**src/rtl/memory_game_pkg.sv**
```systemverilog
// Shared types, LFSR constants and defaults for the memory-game round sequencer.
package memory_game_pkg;

  typedef enum logic [2:0] {
    IDLE,
    GEN,
    SHOW_ON,
    SHOW_OFF,
    INPUT,
    JUDGE,
    DONE
  } state_t;

  // Fibonacci x^16+x^14+x^13+x^11+1, right-shifting: feedback from bits 0,2,3,5
  localparam int unsigned      LFSR_W        = 16;
  localparam logic [LFSR_W-1:0] LFSR_TAP_MASK = 16'h002D;
  localparam logic [LFSR_W-1:0] DEF_SEED      = 16'hACE1;

  localparam int unsigned DEF_N_BUTTONS   = 8;
  localparam int unsigned DEF_MAX_LEN     = 16;
  localparam int unsigned DEF_N_ROUNDS    = 10;
  localparam int unsigned DEF_SHOW_CYC    = 100;
  localparam int unsigned DEF_GAP_CYC     = 50;
  localparam int unsigned DEF_TIMEOUT_CYC = 5000;

  function automatic int unsigned clamp_len(input int unsigned v, input int unsigned max_len);
    if (v == 0) return 1;
    if (v > max_len) return max_len;
    return v;
  endfunction

endpackage

```
**src/rtl/memory_lfsr.sv**
```systemverilog
// 16-bit Fibonacci LFSR with reseed and step enables; exposes its low OUT_W bits.
module memory_lfsr
  import memory_game_pkg::*;
#(
  parameter logic [LFSR_W-1:0] SEED  = DEF_SEED,
  parameter int unsigned       OUT_W = 3
) (
  input  logic             clk,
  input  logic             rst,
  input  logic             load,
  input  logic             step,
  output logic [OUT_W-1:0] sym
);

  logic [LFSR_W-1:0] state_q;

  always_ff @(posedge clk or posedge rst) begin
    if (rst)       state_q <= SEED;
    else if (load) state_q <= SEED;
    else if (step) state_q <= {^(state_q & LFSR_TAP_MASK), state_q[LFSR_W-1:1]};
  end

  assign sym = state_q[OUT_W-1:0];

endmodule

```
**src/rtl/memory_round_ctrl.sv**
```systemverilog
// Round sequencer for the LED/button memory game: generate, show, collect, judge.
// Optional input-phase timeout is built when MEMORY_TIMEOUT_EN is defined.
module memory_round_ctrl
  import memory_game_pkg::*;
#(
  parameter int unsigned       N_BUTTONS   = DEF_N_BUTTONS,
  parameter int unsigned       MAX_LEN     = DEF_MAX_LEN,
  parameter int unsigned       N_ROUNDS    = DEF_N_ROUNDS,
  parameter int unsigned       SHOW_CYC    = DEF_SHOW_CYC,
  parameter int unsigned       GAP_CYC     = DEF_GAP_CYC,
  parameter logic [LFSR_W-1:0] SEED        = DEF_SEED,
  parameter int unsigned       TIMEOUT_CYC = DEF_TIMEOUT_CYC,
  localparam int unsigned      SYM_W       = $clog2(N_BUTTONS),
  localparam int unsigned      LEN_W       = $clog2(MAX_LEN + 1),
  localparam int unsigned      CNT_W       = $clog2(N_ROUNDS + 1)
) (
  input  logic                 clk,
  input  logic                 rst,
  input  logic                 start,
  input  logic [LEN_W-1:0]     seq_len,
  input  logic [N_BUTTONS-1:0] btn,
  output logic [N_BUTTONS-1:0] led,
  output logic                 busy,
  output logic                 input_phase,
  output logic [CNT_W-1:0]     round_cnt,
  output logic [CNT_W-1:0]     score,
  output logic                 round_done,
  output logic                 round_win,
  output logic                 game_done
);

  localparam int unsigned IDX_W    = (MAX_LEN > 1) ? $clog2(MAX_LEN) : 1;
  localparam int unsigned SHOW_MAX = (SHOW_CYC > GAP_CYC) ? SHOW_CYC : GAP_CYC;
`ifdef MEMORY_TIMEOUT_EN
  localparam int unsigned TMR_MAX  = (SHOW_MAX > TIMEOUT_CYC) ? SHOW_MAX : TIMEOUT_CYC;
`else
  localparam int unsigned TMR_MAX  = SHOW_MAX;
`endif
  localparam int unsigned TMR_W    = $clog2(TMR_MAX + 1);

  if (SEED == '0 || TIMEOUT_CYC == 0) begin : g_bad_param
    $error("memory_round_ctrl: SEED and TIMEOUT_CYC must be non-zero");
  end

  state_t               state, state_n;
  logic [IDX_W-1:0]     idx, idx_n;
  logic [LEN_W-1:0]     len, len_n;
  logic [TMR_W-1:0]     tmr, tmr_n;
  logic                 win, win_n;
  logic [CNT_W-1:0]     cnt_n, score_n;
  logic                 game_done_n, busy_n, input_phase_n, round_done_n, round_win_n;
  logic [N_BUTTONS-1:0] btn_q, press, want, led_n;
  logic [SYM_W-1:0]     pat [MAX_LEN];
  logic [SYM_W-1:0]     lfsr_sym, show_sym;
  logic                 pat_we, lfsr_step, last;

  memory_lfsr #(.SEED(SEED), .OUT_W(SYM_W)) u_lfsr (
    .clk  (clk),
    .rst  (rst),
    .load (1'b0),
    .step (lfsr_step),
    .sym  (lfsr_sym)
  );

  assign press = btn & ~btn_q;
  assign want  = N_BUTTONS'(1) << pat[idx];
  assign last  = (LEN_W'(idx) == len - LEN_W'(1));

  // Forward the symbol being written so a one-symbol round lights the right LED.
  assign show_sym = (pat_we && idx == idx_n) ? lfsr_sym : pat[idx_n];

  // Next-state and next-output logic
  always_comb begin
    state_n     = state;
    idx_n       = idx;
    len_n       = len;
    tmr_n       = tmr;
    win_n       = win;
    cnt_n       = round_cnt;
    score_n     = score;
    game_done_n = game_done;
    pat_we      = 1'b0;
    lfsr_step   = 1'b0;

    case (state)
      IDLE, DONE: begin
        if (start) begin
          len_n       = LEN_W'(clamp_len(32'(seq_len), MAX_LEN));
          cnt_n       = '0;
          score_n     = '0;
          game_done_n = 1'b0;
          win_n       = 1'b0;
          idx_n       = '0;
          state_n     = GEN;
        end
      end
      GEN: begin
        pat_we    = 1'b1;
        lfsr_step = 1'b1;
        if (last) begin
          idx_n   = '0;
          tmr_n   = '0;
          state_n = SHOW_ON;
        end else begin
          idx_n = idx + IDX_W'(1);
        end
      end
      SHOW_ON: begin
        if (tmr == TMR_W'(SHOW_CYC - 1)) begin
          tmr_n   = '0;
          state_n = SHOW_OFF;
        end else begin
          tmr_n = tmr + TMR_W'(1);
        end
      end
      SHOW_OFF: begin
        if (tmr == TMR_W'(GAP_CYC - 1)) begin
          tmr_n = '0;
          if (last) begin
            idx_n   = '0;
            state_n = INPUT;
          end else begin
            idx_n   = idx + IDX_W'(1);
            state_n = SHOW_ON;
          end
        end else begin
          tmr_n = tmr + TMR_W'(1);
        end
      end
      INPUT: begin
        if (press != '0) begin
          if (press == want) begin
            tmr_n = '0;
            if (last) begin
              win_n   = 1'b1;
              state_n = JUDGE;
            end else begin
              idx_n = idx + IDX_W'(1);
            end
          end else begin
            win_n   = 1'b0;
            state_n = JUDGE;
          end
        end
`ifdef MEMORY_TIMEOUT_EN
        else if (tmr == TMR_W'(TIMEOUT_CYC - 1)) begin
          win_n   = 1'b0;
          state_n = JUDGE;
        end else begin
          tmr_n = tmr + TMR_W'(1);
        end
`endif
      end
      JUDGE: begin
        cnt_n = (round_cnt == CNT_W'(N_ROUNDS)) ? round_cnt : round_cnt + CNT_W'(1);
        if (win && score != CNT_W'(N_ROUNDS)) score_n = score + CNT_W'(1);
        if (32'(round_cnt) + 32'd1 >= N_ROUNDS) begin
          game_done_n = 1'b1;
          state_n     = DONE;
        end else begin
          idx_n   = '0;
          state_n = GEN;
        end
      end
      default: state_n = IDLE;
    endcase

    busy_n        = !(state_n == IDLE || state_n == DONE);
    input_phase_n = (state_n == INPUT);
    round_done_n  = (state_n == JUDGE);
    round_win_n   = (state_n == JUDGE) && win_n;
    led_n         = (state_n == SHOW_ON) ? (N_BUTTONS'(1) << show_sym) : '0;
  end

  always_ff @(posedge clk or posedge rst) begin
    if (rst) begin
      state       <= IDLE;
      idx         <= '0;
      len         <= '0;
      tmr         <= '0;
      win         <= 1'b0;
      btn_q       <= '0;
      round_cnt   <= '0;
      score       <= '0;
      game_done   <= 1'b0;
      busy        <= 1'b0;
      input_phase <= 1'b0;
      round_done  <= 1'b0;
      round_win   <= 1'b0;
      led         <= '0;
    end else begin
      state       <= state_n;
      idx         <= idx_n;
      len         <= len_n;
      tmr         <= tmr_n;
      win         <= win_n;
      btn_q       <= btn;
      round_cnt   <= cnt_n;
      score       <= score_n;
      game_done   <= game_done_n;
      busy        <= busy_n;
      input_phase <= input_phase_n;
      round_done  <= round_done_n;
      round_win   <= round_win_n;
      led         <= led_n;
    end
  end

  // Pattern store
  always_ff @(posedge clk or posedge rst) begin
    if (rst) begin
      for (int i = 0; i < int'(MAX_LEN); i++) pat[i] <= '0;
    end else if (pat_we) begin
      pat[idx] <= lfsr_sym;
    end
  end

endmodule
```
**config.mk**
```make
export PLATFORM = sky130hd
export DESIGN_NAME = memory_round_ctrl
export DESIGN_NICKNAME = d
export VERILOG_FILES = /design/src/rtl/memory_game_pkg.sv /design/src/rtl/memory_lfsr.sv /design/src/rtl/memory_round_ctrl.sv
export SDC_FILE = /design/constraint.sdc
export NUM_CORES = 1
export LEC_CHECK = 0
export ABC_CLOCK_PERIOD_IN_PS = 4900
export CORE_ASPECT_RATIO = 0.8
export CORE_MARGIN = 1.5
export CORE_UTILIZATION = 59
export CTS_BUF_LIST = sky130_fd_sc_hd__clkbuf_4 sky130_fd_sc_hd__clkbuf_8
export CTS_CLUSTER_DIAMETER = 100
export CTS_CLUSTER_SIZE = 25
export DETAILED_ROUTE_END_ITERATION = 6
export GPL_ROUTABILITY_DRIVEN = 0
export GPL_TIMING_DRIVEN = 0
export PLACE_DENSITY = 0.79
export RECOVER_POWER = 50
export SLEW_MARGIN = 20
export SYNTH_ARGS = -nofsm -noshare
export SYNTH_HDL_FRONTEND = slang
export SYNTH_HIERARCHICAL = 1
export SYNTH_SLANG_ARGS = --single-unit
```
**constraint.sdc**
```tcl
create_clock -name clk -period 4.9 [get_ports clk]
set_clock_uncertainty 0.05 [all_clocks]
set_input_delay 0.49 -clock clk [delete_from_list [all_inputs] [get_ports clk]]
set_output_delay 0.49 -clock clk [all_outputs]
set_load 0.005 [all_outputs]
```
==> impl_metrics.env <==
export IMPL_cp_arrival_ps=4970
export IMPL_wl_per_cell_um=19.1
export IMPL_initial_utilization_pct=60.0
export IMPL_period_needed_ps=4670
export IMPL_setup_total_negative_slack_ps=0
export IMPL_synth_top_area_share_pct=40.5
export IMPL_setup_viol=0
export IMPL_floorplan_die_width_um=120
export IMPL_detail_route_iter0_violations=459
export IMPL_peakVddDrop_uv=354
export IMPL_drt_pass1_iterations=6
export IMPL_layout_drive_gt1_share_pct=19.0
export IMPL_grt_util_all_layers_pct=29.4
export IMPL_postLayoutCellArea_um2=7450
export IMPL_cts_root_buf="clkbuf_8"
export IMPL_clkSlewWorstSetupHoldPaths_ps=70
export IMPL_netlist_cell_type_count=75
export IMPL_final_cells=840
export IMPL_ios=37
export IMPL_min_delay_path_class="flop to flop"
export IMPL_clkPwrFrac_pct=21.5
export IMPL_clock_sinks=113
export IMPL_path_class="flop to flop"
export IMPL_die_footprint_um2=11600
export IMPL_violations="capacitance limit, slew limit"
export IMPL_antenna_violating_nets_post_route=0
export IMPL_final_core_utilization_pct=69.0
export IMPL_async_flop_share_pct=100
export IMPL_post_cts_repair_setup_buffers=0
export IMPL_grt_setup_unrepaired="no"
export IMPL_cts_htree_levels=4
export IMPL_cap_violations=2
export IMPL_post_synth_top_count_cell="dfrtp_1"
export IMPL_postSynthCellCount=626
export IMPL_crit_required_ps=5200
export IMPL_critical_path_max_stage_delay_ps=690
export IMPL_grt_antenna_before_repair=0
export IMPL_synth_nets=656
export IMPL_place_ws_ps=348
export IMPL_hold_buffers=0
export IMPL_fin_crit_sh_pct=95.2
export IMPL_routed_wl_mm=16.1
export IMPL_floorplan_core_area_um2=10800
export IMPL_layout_filler_cells=816
export IMPL_report_final_slew_viol_count=100
export IMPL_fin_total_pwr_mw=4.29
export IMPL_tritoncts="yes"
export IMPL_internal_power_mw=2.53
export IMPL_vias=5288
export IMPL_worst_setup_path_start_kind="flop"
export IMPL_post_synth_edffs=0
export IMPL_comb_power_share_pct=48.1
export IMPL_synth_area_per_cell_um2=10.4
export IMPL_grt_start_max_net_pins=64
export IMPL_predominant_post_synthesis_flop_cell="dfrtp_1"
export IMPL_crit_chain="inv_1 > ha_1 > or3b_2 > a21oi_1 > nor4b_1 > a311oi_1 > o211ai_1 > nor4bb_1 > a21o_1 > buf_4 > buf_2 > nand3_1 > o211ai_1 > a21boi_1 > a41oi_1 > nor3_1"
export IMPL_place_area_um2=7060
export IMPL_synth_area_top_cells="dfrtp_1 (41%), mux2_2 (9.2%), mux2i_1 (6.5%)"
export IMPL_dp_hpwl_mm=11.7
export IMPL_hold_viol_final=0
export IMPL_vias_in_the_first_global_route=5281
export IMPL_ctsLongestPathBuffers=2
export IMPL_netSwitchingPower_mw=1.76
export IMPL_globalRoute_totalOverflow=0
export IMPL_dp_cells=807
export IMPL_final_net_count=712
export IMPL_power_switching_share_pct=41.0
export IMPL_area_of_the_mapped_netlist_um2=6480
export IMPL_ys_seq_area_share_pct=43.8
export IMPL_yosysWarningCount=6
export IMPL_end_kind="flop"
export IMPL_routed_via_density=6.30
export IMPL_timing_fmax_mhz=214
export IMPL_seqPwrFrac_pct=30.5
export IMPL_postSynthRegisterBits=113
export IMPL_chipHeight_um=96.8
export IMPL_crit_slowest_cell="a311oi_1"
export IMPL_fin_ws_ps=233
export IMPL_status="finished with violations"
export IMPL_power_per_cell_area_nw_per_um2=576
export IMPL_std_cell_rows=34
export IMPL_p_leak_nw=3.37
export IMPL_place_port_buffers=36
export IMPL_remaining_drc_errors=0
export IMPL_area_growth_synth_to_final_pct=15.0
export IMPL_worstMarginPinSlew_ps=1540
export IMPL_tritoncts_buffer_count=17
export IMPL_ys_top_cells_by_count="dfrtp_1 (105), nand2_1 (59), mux2_2 (53), nor2_1 (51), mux2i_1 (42)"
export IMPL_slew_limit_headroom_pct=-2.53
export IMPL_netlist_top_cell_by_area="dfrtp_1"
export IMPL_fin_hold_ws_ps=447
export IMPL_clk_latency_ps=440
export IMPL_worstPathMaxFanout=10
export IMPL_critical_path_top_cell_by_count="o211ai_1"
export IMPL_grt_pass1_wl_mm=26.6
[power groups by stage]
stage               clock network, mW  registers, mW  logic, mW
floorplan                           0           1.25       1.58
global placement                    0           1.29       1.94
detailed placement                  0           1.31       2.01
CTS                             0.937           1.30       2.02
global route                    0.979           1.32       2.23
finish                          0.921           1.31       2.06
[final cells by class]
class                      count  area, um2  area share [%]
timing repair buffer          37        365            4.90
sequential                   113       2840            38.1
inverter                      25       95.1            1.28
clock buffer                  22        284            3.81
buffer                        28        178            2.38
antenna                        1       2.50          0.0336
clock inverter                10        136            1.83
tap                          144        180            2.42
multi-input combinational    460       3370            45.3
[per-layer routing]
metal  global-route usage, %  vias up  routed length, um
met5                       0        -                  0
met4                    11.9        0                371
met3                    9.02       48               1360
met2                    43.9      252               7320
met1                    40.1     2608               7000
li1                        -     2380                  -
[what timing repair did]
action,in CTS,in global routing
hold endpoints to repair,0,0
resized for setup,0,1
endpoints found under the setup margin,0,8
[layout by cell type (no fill, tap or decap), types with 11 or more instances in the layout]
cell and n:
a21oi_1 14, clkbuf_8 19, clkdlybuf4s50_1 25, dfrtp_1 105
dlygate4sd3_1 11, ha_1 14, inv_1 23, mux2_2 53
mux2i_1 42, nand2_1 59, nand3_1 34, nor2_1 51
nor2b_1 17, nor3_1 13, o21ai_0 24
[registers in the layout, indices dropped and copies added (netlist names), 3 cells and up]
name / cells
btn_q: 8
idx: 4
led: 8
len: 5
pat: 48
round_cnt: 4
score: 4
state: 3
tmr: 7
u_lfsr/state_q: 16
[kinds of logic (layout without fill, tap and decap cells)]
kind of cell,count (synthesis),count (layout),share of synthesized area (%)
buffers and inverters,53,122,4.17
XOR/XNOR,15,15,2.03
AND/OR/NAND/NOR,222,222,16.9
AO/OA/AOI/OAI,104,104,11.6
adder cells (fa/ha/maj),14,14,2.70
other,1,2,0.0578
multiplexers,104,104,18.8
flip-flops,113,113,43.8
[critical path: cells and delay by family, from the launching register on]
kind | cells | cell delay (ps)
adders and majority gates | 1 | 320
and+or+nand+nor | 5 | 1440
DFF | 1 | 450
AOI/OAI and AO/OA | 7 | 1770
buffers and inverters | 3 | 530
[final timing paths]
kind | from | to | slack, ps | cells past startpoint
setup / recovery | round_cnt[0]$_DFFE_PP0P_ | led[2]$_DFF_PP0_ | 230 | 16
hold / removal | game_done$_DFFE_PP0P_ | game_done$_DFFE_PP0P_ | 450 | 1
setup reg to reg | round_cnt[0]$_DFFE_PP0P_ | led[2]$_DFF_PP0_ | 230 | 16
hold reg to reg | game_done$_DFFE_PP0P_ | game_done$_DFFE_PP0P_ | 450 | 1
max in group asynchronous | rst | led[4]$_DFF_PP0_ | 1860 | 3
min in group asynchronous | rst | u_lfsr/state_q[12]$_DFFE_PP0P_ | 550 | 2
(Power assumes the default switching activity.)
